## src/rtl/bcd_score_engine.sv

```systemverilog
`default_nettype none
// ============================================================================
// Module   : bcd_score_engine
// Brief    : Native-BCD game score counter with hit prescaling, queued bonus
//            points, saturation, session high score and 7-segment output.
// Revision : 1.0 - initial release
// ============================================================================
module bcd_score_engine #(
    parameter int NUM_DIGITS     = 6,
    parameter int HITS_PER_POINT = 2,
    parameter int BONUS_W        = 6,
    parameter int BLANK_LEADING  = 1
) (
    input  logic                    clock,
    input  logic                    reset,
    input  logic                    start,
    input  logic                    hit,
    input  logic                    bonus_valid,
    input  logic [BONUS_W-1:0]      bonus_amount,
    input  logic                    game_over,
    input  logic                    show_high,
    output logic [4*NUM_DIGITS-1:0] score_bcd,
    output logic [4*NUM_DIGITS-1:0] high_bcd,
    output logic                    busy,
    output logic                    saturated,
    output logic                    playing,
    output logic [7*NUM_DIGITS-1:0] hex_segs
);

    localparam int c_SW     = 4 * NUM_DIGITS;
    localparam int c_HW     = 7 * NUM_DIGITS;
    localparam int c_PEND_W = BONUS_W + 2;
    localparam int c_PS_W   = (HITS_PER_POINT > 1) ? $clog2(HITS_PER_POINT) : 1;

    localparam logic [c_PEND_W-1:0] c_PEND_MAX = '1;
    localparam logic [c_PS_W-1:0]   c_PS_LAST  = c_PS_W'(HITS_PER_POINT - 1);
    localparam logic [c_SW-1:0]     c_ALL9     = {NUM_DIGITS{4'h9}};

    typedef enum logic [1:0] {
        IDLE = 2'd0,
        PLAY = 2'd1,
        DONE = 2'd2
    } state_t;

    state_t                r_state;
    state_t                w_state_next;
    logic [c_SW-1:0]       r_score;
    logic [c_SW-1:0]       r_high;
    logic [c_PEND_W-1:0]   r_pending;
    logic [c_PS_W-1:0]     r_prescaler;
    logic                  r_busy;
    logic                  r_saturated;
    logic [c_HW-1:0]       r_hex;

    logic                  w_in_play;
    logic                  w_gover;
    logic                  w_active;
    logic                  w_hit;
    logic                  w_credit;
    logic                  w_drain;
    logic                  w_sat_now;
    logic [c_SW-1:0]       w_score_inc;
    logic [c_PEND_W:0]     w_bonus_ext;
    logic [c_PEND_W:0]     w_sum;
    logic [c_PEND_W-1:0]   w_pend_next;
    logic [c_PS_W-1:0]     w_ps_next;
    logic [c_SW-1:0]       w_src;
    logic [c_HW-1:0]       w_hex_next;

    function automatic logic [6:0] seg7(input logic [3:0] d);
        case (d)
            4'd0:    seg7 = 7'b1000000;
            4'd1:    seg7 = 7'b1111001;
            4'd2:    seg7 = 7'b0100100;
            4'd3:    seg7 = 7'b0110000;
            4'd4:    seg7 = 7'b0011001;
            4'd5:    seg7 = 7'b0010010;
            4'd6:    seg7 = 7'b0000010;
            4'd7:    seg7 = 7'b1111000;
            4'd8:    seg7 = 7'b0000000;
            4'd9:    seg7 = 7'b0010000;
            default: seg7 = 7'b1111111;
        endcase
    endfunction

    always_comb begin
        w_state_next = r_state;
        if (start) begin
            w_state_next = PLAY;
        end else if (r_state == PLAY && game_over) begin
            w_state_next = DONE;
        end
    end

    // start pre-empts everything else in its cycle, game_over pre-empts scoring
    assign w_in_play = (r_state == PLAY) && !start;
    assign w_gover   = w_in_play && game_over;
    assign w_active  = w_in_play && !game_over;
    assign w_hit     = w_active && hit;
    assign w_credit  = w_hit && (r_prescaler == c_PS_LAST);
    assign w_drain   = w_active && (r_pending != '0) && !r_saturated;

    always_comb begin
        logic carry;
        carry       = 1'b1;
        w_score_inc = r_score;
        for (int i = 0; i < NUM_DIGITS; i++) begin
            if (carry) begin
                if (r_score[4*i +: 4] == 4'd9) begin
                    w_score_inc[4*i +: 4] = 4'd0;
                end else begin
                    w_score_inc[4*i +: 4] = r_score[4*i +: 4] + 4'd1;
                    carry                 = 1'b0;
                end
            end
        end
    end

    assign w_sat_now   = w_drain && (w_score_inc == c_ALL9);
    assign w_bonus_ext = (w_active && bonus_valid) ? {3'b000, bonus_amount} : '0;
    // drain only happens with pending >= 1, so the subtraction cannot wrap
    assign w_sum       = {1'b0, r_pending} + {{c_PEND_W{1'b0}}, w_credit}
                       + w_bonus_ext - {{c_PEND_W{1'b0}}, w_drain};

    always_comb begin
        w_pend_next = r_pending;
        if (start || w_gover || r_saturated || w_sat_now) begin
            w_pend_next = '0;
        end else if (w_active) begin
            w_pend_next = w_sum[c_PEND_W] ? c_PEND_MAX : w_sum[c_PEND_W-1:0];
        end
    end

    always_comb begin
        w_ps_next = r_prescaler;
        if (start || w_gover) begin
            w_ps_next = '0;
        end else if (w_hit) begin
            w_ps_next = w_credit ? '0 : r_prescaler + c_PS_W'(1);
        end
    end

    assign w_src = show_high ? r_high : r_score;

    always_comb begin
        logic seen_nz;
        seen_nz    = 1'b0;
        w_hex_next = '1;
        for (int i = NUM_DIGITS - 1; i >= 0; i--) begin
            if (w_src[4*i +: 4] != 4'd0) begin
                seen_nz = 1'b1;
            end
            if (BLANK_LEADING == 0 || seen_nz || i == 0) begin
                w_hex_next[7*i +: 7] = seg7(w_src[4*i +: 4]);
            end
        end
    end

    always_ff @(posedge clock) begin
        if (reset) begin
            r_state     <= IDLE;
            r_score     <= '0;
            r_high      <= '0;
            r_pending   <= '0;
            r_prescaler <= '0;
            r_busy      <= 1'b0;
            r_saturated <= 1'b0;
            r_hex       <= '1;
        end else begin
            r_state     <= w_state_next;
            r_pending   <= w_pend_next;
            r_prescaler <= w_ps_next;
            r_busy      <= (w_pend_next != '0);
            r_hex       <= w_hex_next;
            if (start) begin
                r_score     <= '0;
                r_saturated <= 1'b0;
            end else begin
                if (w_drain) begin
                    r_score <= w_score_inc;
                end
                if (w_sat_now) begin
                    r_saturated <= 1'b1;
                end
            end
            // packed BCD orders the same as the decimal value it encodes
            if (w_gover && (r_score > r_high)) begin
                r_high <= r_score;
            end
        end
    end

    assign score_bcd = r_score;
    assign high_bcd  = r_high;
    assign busy      = r_busy;
    assign saturated = r_saturated;
    assign playing   = (r_state == PLAY);
    assign hex_segs  = r_hex;

endmodule
`default_nettype wire
```

## config.mk

```make
export PLATFORM = sky130hd
export DESIGN_NAME = bcd_score_engine
export DESIGN_NICKNAME = d
export VERILOG_FILES = /design/src/rtl/bcd_score_engine.sv
export SDC_FILE = /design/constraint.sdc
export NUM_CORES = 1
export LEC_CHECK = 0
export CORE_MARGIN = 10
export CORE_UTILIZATION = 58
export DETAILED_ROUTE_END_ITERATION = 10
export GPL_TIMING_DRIVEN = 0
export PLACE_DENSITY_LB_ADDON = 0.08
export SLEW_MARGIN = 20
export SYNTH_ARGS = -nofsm -noshare
export SYNTH_HDL_FRONTEND = slang
export SYNTH_SLANG_ARGS = --single-unit
```

## constraint.sdc

```tcl
create_clock -name clock -period 6.51 [get_ports clock]
set_input_delay 0.9765 -clock clock [delete_from_list [all_inputs] [get_ports clock]]
set_output_delay 0.9765 -clock clock [all_outputs]
set_load 0.01 [all_outputs]
```

-- After elaboration in Yosys (flattened, before gate mapping)
Memories as Yosys holds them, arrays and structs flattened. A register that Yosys moved wholly into a read port is not among the register bits.
Cells that the tools add are included.
- register bits after elaboration: 61
- ROM bits: 672
- memories: 6
- memories (memory ; words ; width ; rd ports ; clocked after memory_dff ; write ports ; RTL line ; RTL):
    (name not given) ; 16 ; 7 ; 1 ; 1 ; 0 ; 71 ; case (d)
    (name not given) ; 16 ; 7 ; 1 ; 1 ; 0 ; 71 ;
    (name not given) ; 16 ; 7 ; 1 ; 1 ; 0 ; 71 ;
    (name not given) ; 16 ; 7 ; 1 ; 1 ; 0 ; 71 ;
    (name not given) ; 16 ; 7 ; 1 ; 1 ; 0 ; 71 ;
    (name not given) ; 16 ; 7 ; 1 ; 1 ; 0 ; 71 ;
- bitwise gates (word level): 5
- muxes and demuxes: 33
- reduce and logical (&&, ||, !) cells: 32
- equality and inequality tests: 8
- $add $sub $neg: 10
- $lt $le $gt $ge: 1
- operators with widths (cell ; number):
    4-bit 2-to-1 mux ; 11
    4-bit by 1-bit adder with 4-bit output, second input constant ; 6
    24-bit equality test, second input constant ; 1
    4-bit equality test, second input constant ; 6
    24-bit greater-than comparator ; 1
    24-bit 2-to-1 mux ; 1
    8-bit 2-to-1 mux ; 3
    4-bit nonzero test ; 5
    1-bit 2-to-1 mux ; 17
    8-bit nonzero test ; 2
    2-bit OR reduction ; 7
    1-bit logical AND ; 11
    8-bit by 1-bit adder with 9-bit output ; 1
    9-bit by 6-bit adder with 9-bit output ; 1
    9-bit by 1-bit subtractor with 9-bit output ; 1
    6-bit 2-to-1 mux ; 1
    1-bit NOT ; 5
    1-bit logical NOT ; 3
    1-bit logical OR ; 3
    2-bit by 1-bit equality test with 1-bit output, second input constant ; 1
    2-bit nonzero test ; 1
    1-bit adder, second input constant ; 1

-- Logic depth before layout (Yosys ltp)
- depth after elaboration: 12
- mapped depth: 16
- mapped depth without buffers: 15

-- Worst setup path after synthesis
OpenSTA, ideal clock, no wires.
- path kind: in2reg
- from: input port start
- to: register r_busy, in the netlist busy
- slack: 1.827 ns
- data arrival time: 4.546 ns
- library setup time: 0.137 ns
- path buffers: 1
- stages on the path: 15
- cell sequence: or4b_4 > buf_6 > a311o_1 > clkinv_1 > ha_1 > fa_1 > inv_1 > fa_1 > a211oi_1 > nor3b_1 > o22ai_1 > xnor2_1 > nand2_1 > o41ai_1 > a41oi_1
- RTL lines (element ; RTL line ; RTL):
    start: declaration ; 16 ; input logic start,
    1-bit logical NOT (*) ; 96 ; assign w_in_play = (r_state == PLAY) && !start;
    1-bit logical AND (*) ; 96 ;
    1-bit logical AND (*) ; 98 ; assign w_active = w_in_play && !game_over;
    1-bit logical AND (*) (2 in series) ; 101 ; assign w_drain = w_active && (r_pending != '0) && !r_saturated;
    net w_drain ; 60 ; logic w_drain;
    9-bit by 1-bit subtractor with 9-bit output ; 123 ; + w_bonus_ext - {{c_PEND_W{1'b0}}, w_drain};
    8-bit 2-to-1 mux ; 130 ; w_pend_next = w_sum[c_PEND_W] ? c_PEND_MAX : w_sum[c_PEND_W-1:0];
    8-bit 2-to-1 mux ; 129 ; end else if (w_active) begin
    8-bit 2-to-1 mux (*) ; 127 ; if (start || w_gover || r_saturated || w_sat_now) begin
    8-bit nonzero test (*) ; 173 ; r_busy <= (w_pend_next != '0);
    end signal: assignment ; 173 ;
    end: declaration ; 51 ; logic r_busy;
The timed path passes the listed nets; every way through them passes the cells marked *.
A chain may end at the register's enable or synchronous reset.

-- Worst setup path in the final report
Ends and elaborated chain as after synthesis.

==> impl_metrics.env <==
export IMPL_status="complete, no violations"
export IMPL_peakVddDrop_mv=0.114
export IMPL_synth_top_cell_area_share_pct=32.2
export IMPL_synth_largest_area_cell="dfxtp_1"
export IMPL_cts_resized=0
export IMPL_grt_util_all_layers_pct=21.4
export IMPL_synth_edf_count=0
export IMPL_dr_total_vias=6059
export IMPL_wl_mm=17.3
export IMPL_min_period_ns=5.53
export IMPL_clock_root_buffer="clkbuf_8"
export IMPL_cts_buffers=9
export IMPL_antenna_cells=0
export IMPL_clock_sinks=103
export IMPL_grt_pass1_wl_mm=28.9
export IMPL_worst_hold_slack_ns=0.515
export IMPL_seq_area_frac_synth_pct=32.2
export IMPL_dpl_hpwl_mm=13.3
export IMPL_worst_skew_pair_late_latency_ns=0.38
export IMPL_slew_violations=0
export IMPL_synthDistinctLibCells=65
export IMPL_min_delay_path_class="reg2reg"
export IMPL_fp_dieW_um=125
export IMPL_cts_buffer_depth=2
export IMPL_cts_tree="yes"
export IMPL_power_mw=1.18
export IMPL_netlist_area_um2=6400
export IMPL_synth_common_cells="dfxtp_1 (103), nor2_1 (70), ha_1 (68)"
export IMPL_cp_start_kind="input port"
export IMPL_drv_cap=0
export IMPL_antenna_found_initial=0
export IMPL_relSlewSlack_pct=36.8
export IMPL_syn_to_final_growth_pct=22.0
export IMPL_place_ws_ns=0.636
export IMPL_max_slew_worst_pin_slew_ns=0.949
export IMPL_rsz0062_at_grt="no"
export IMPL_p_per_area_nw_per_um2=151
export IMPL_io_pins=106
export IMPL_drtIter0Drc=572
export IMPL_synth_flop_cell="dfxtp_1"
export IMPL_ys_seq_elements=103
export IMPL_die_h_um=125
export IMPL_worstPathArrival_ns=5.78
export IMPL_start_util_pct=59.0
export IMPL_yosysMostFrequentCell="dfxtp_1"
export IMPL_drive_gt1_share_pct=4.86
export IMPL_final_hold_violation_count=0
export IMPL_ant_nets=0
export IMPL_tns_ns=0
export IMPL_routedWlPerCell_um=16.8
export IMPL_clk_pin_slew_ns=0.10
export IMPL_numPortBuffers=104
export IMPL_grt_pass1_vias=5874
export IMPL_route_detailed_drc=0
export IMPL_rows=38
export IMPL_synth_avg_cell_area_um2=8.36
export IMPL_async_flop_share_pct=0
export IMPL_post_route_period_util_pct=85.0
export IMPL_power_leakage_nw=3.14
export IMPL_final_setup_viol_count=0
export IMPL_synth_net_count=848
export IMPL_grt_overflow_total=0
export IMPL_first_pass_iters=6
export IMPL_worstSetupEndpointType="flop"
export IMPL_place_congestion=0.897
export IMPL_final_critical_path_setup_slack_ns=0.976
export IMPL_fp_dieArea_um2=15600
export IMPL_synth_area_top_cells="dfxtp_1 (32%), ha_1 (13%), mux2i_1 (5.2%)"
export IMPL_clock_skew_ns=0.0105
export IMPL_max_freq_mhz=181
export IMPL_path_class="in2reg"
export IMPL_final_nets=963
export IMPL_postCtsSetupRepairBufs=0
export IMPL_syn_inst=765
export IMPL_grt_max_degree=16
export IMPL_cts_max_level=3
export IMPL_cp_required_ns=6.76
export IMPL_cts_hold_buf=0
export IMPL_via_per_inst=5.91
export IMPL_core_um2=10800
export IMPL_crit_fanout=10
export IMPL_synth_warnings=0
[worst max-delay path, cell delays in order]
cell and delay, ns:
clkdlybuf4s50_1 0.49, or4b_4 0.58, buf_6 0.15, a311o_1 0.42, clkinv_1 0.21, ha_1 0.28
fa_1 0.42, inv_1 0.08, fa_1 0.21, a211oi_1 0.10, nor3b_1 0.36, o22ai_1 0.21
xnor2_1 0.51, nand2_1 0.18, o41ai_1 0.42, a41oi_1 0.17
[metal layers]
metal,up-vias,share of wire (%),global-route usage (%)
li1,2936,-,-
met1,2873,44,26.4
met2,222,48,36.7
met3,28,6.1,4.27
met4,0,1.7,6.44
met5,-,0,0
[path summary, 6_finish.rpt]
check / start / endpoint / slack (ns) / cells after the start
hold reg to reg: r_pending[3] / r_pending[3] / 0.52 / 2
hold / removal: r_pending[3] / r_pending[3] / 0.52 / 2
setup reg to reg: r_state[0] / busy / 1.67 / 15
setup / recovery: start / busy / 0.98 / 16
[area by class of cell]
cell class                 instances  area (um^2)
multi-input combinational        560         3940
fill                             886         3040
sequential                       103         2060
timing repair buffer             104         1040
inverter                          64          240
tap                              140          175
buffer                            38          156
clock buffer                      12          145
clock inverter                     4         45.0
[cell families (layout without fill, tap and decap cells)]
kind of cell / after synthesis / in the layout / synth area share [%]
AOI/OAI and AO/OA: 185 / 185 / 19.0
DFF: 103 / 103 / 32.2
and+or+nand+nor: 244 / 244 / 19.2
buffers and inverters: 102 / 222 / 6.20
xor gates and xnor gates: 18 / 18 / 2.46
muxes: 43 / 43 / 6.92
adders and majority gates: 70 / 70 / 13.9
[report_power, final]
group / switching [mW] / internal (mW)
registers: 0.00393 / 0.643
clock network: 0.221 / 0.187
logic: 0.0659 / 0.0559
[cells in the final DEF, fill, tap and decap left out, drive strengths merged, types with 3 or more instances in the layout]
cell	synthesis	final
o31ai	24	24
o2111ai	23	23
nor3b	10	10
a21oi	41	41
o21ai	46	46
nor2b	15	15
clkbuf	30	42
or3	5	5
dfxtp	103	103
clkinv	1	4
nand3	17	17
inv	63	63
ha	68	68
a211oi	5	5
xnor2	10	10
nand3b	3	3
mux2i	33	33
o22ai	6	6
clkdlybuf4s50	0	104
xor2	8	8
nor3	20	20
a211o	3	3
buf	8	8
nand2	66	66
nor2	70	70
o21a	7	7
nand2b	7	7
o211ai	3	3
or2	6	6
mux2	10	10
a21o	7	7
nand4	6	6
a221oi	5	5
[registers in the layout, indices dropped and copies added (netlist names)]
| name | flops |
|---|---|
| saturated | 1 |
| score_bcd | 24 |
| high_bcd | 24 |
| r_state | 2 |
| r_prescaler | 1 |
| r_pending | 8 |
| hex_segs | 42 |
| busy | 1 |
[stage by stage]
stage / std cells / area [um^2] / util, %
6_report: 1025 / 7800 / 72.0
3_5_place_dp: 1009 / 7610 / 70.2
3_3_place_gp: 1009 / 7610 / 70.2
4_1_cts: 1025 / 7800 / 72.0
5_1_grt: 1025 / 7800 / 72.0
2_1_floorplan: 765 / 6400 / -
No activity file was read; power rests on OpenSTA's default activity.
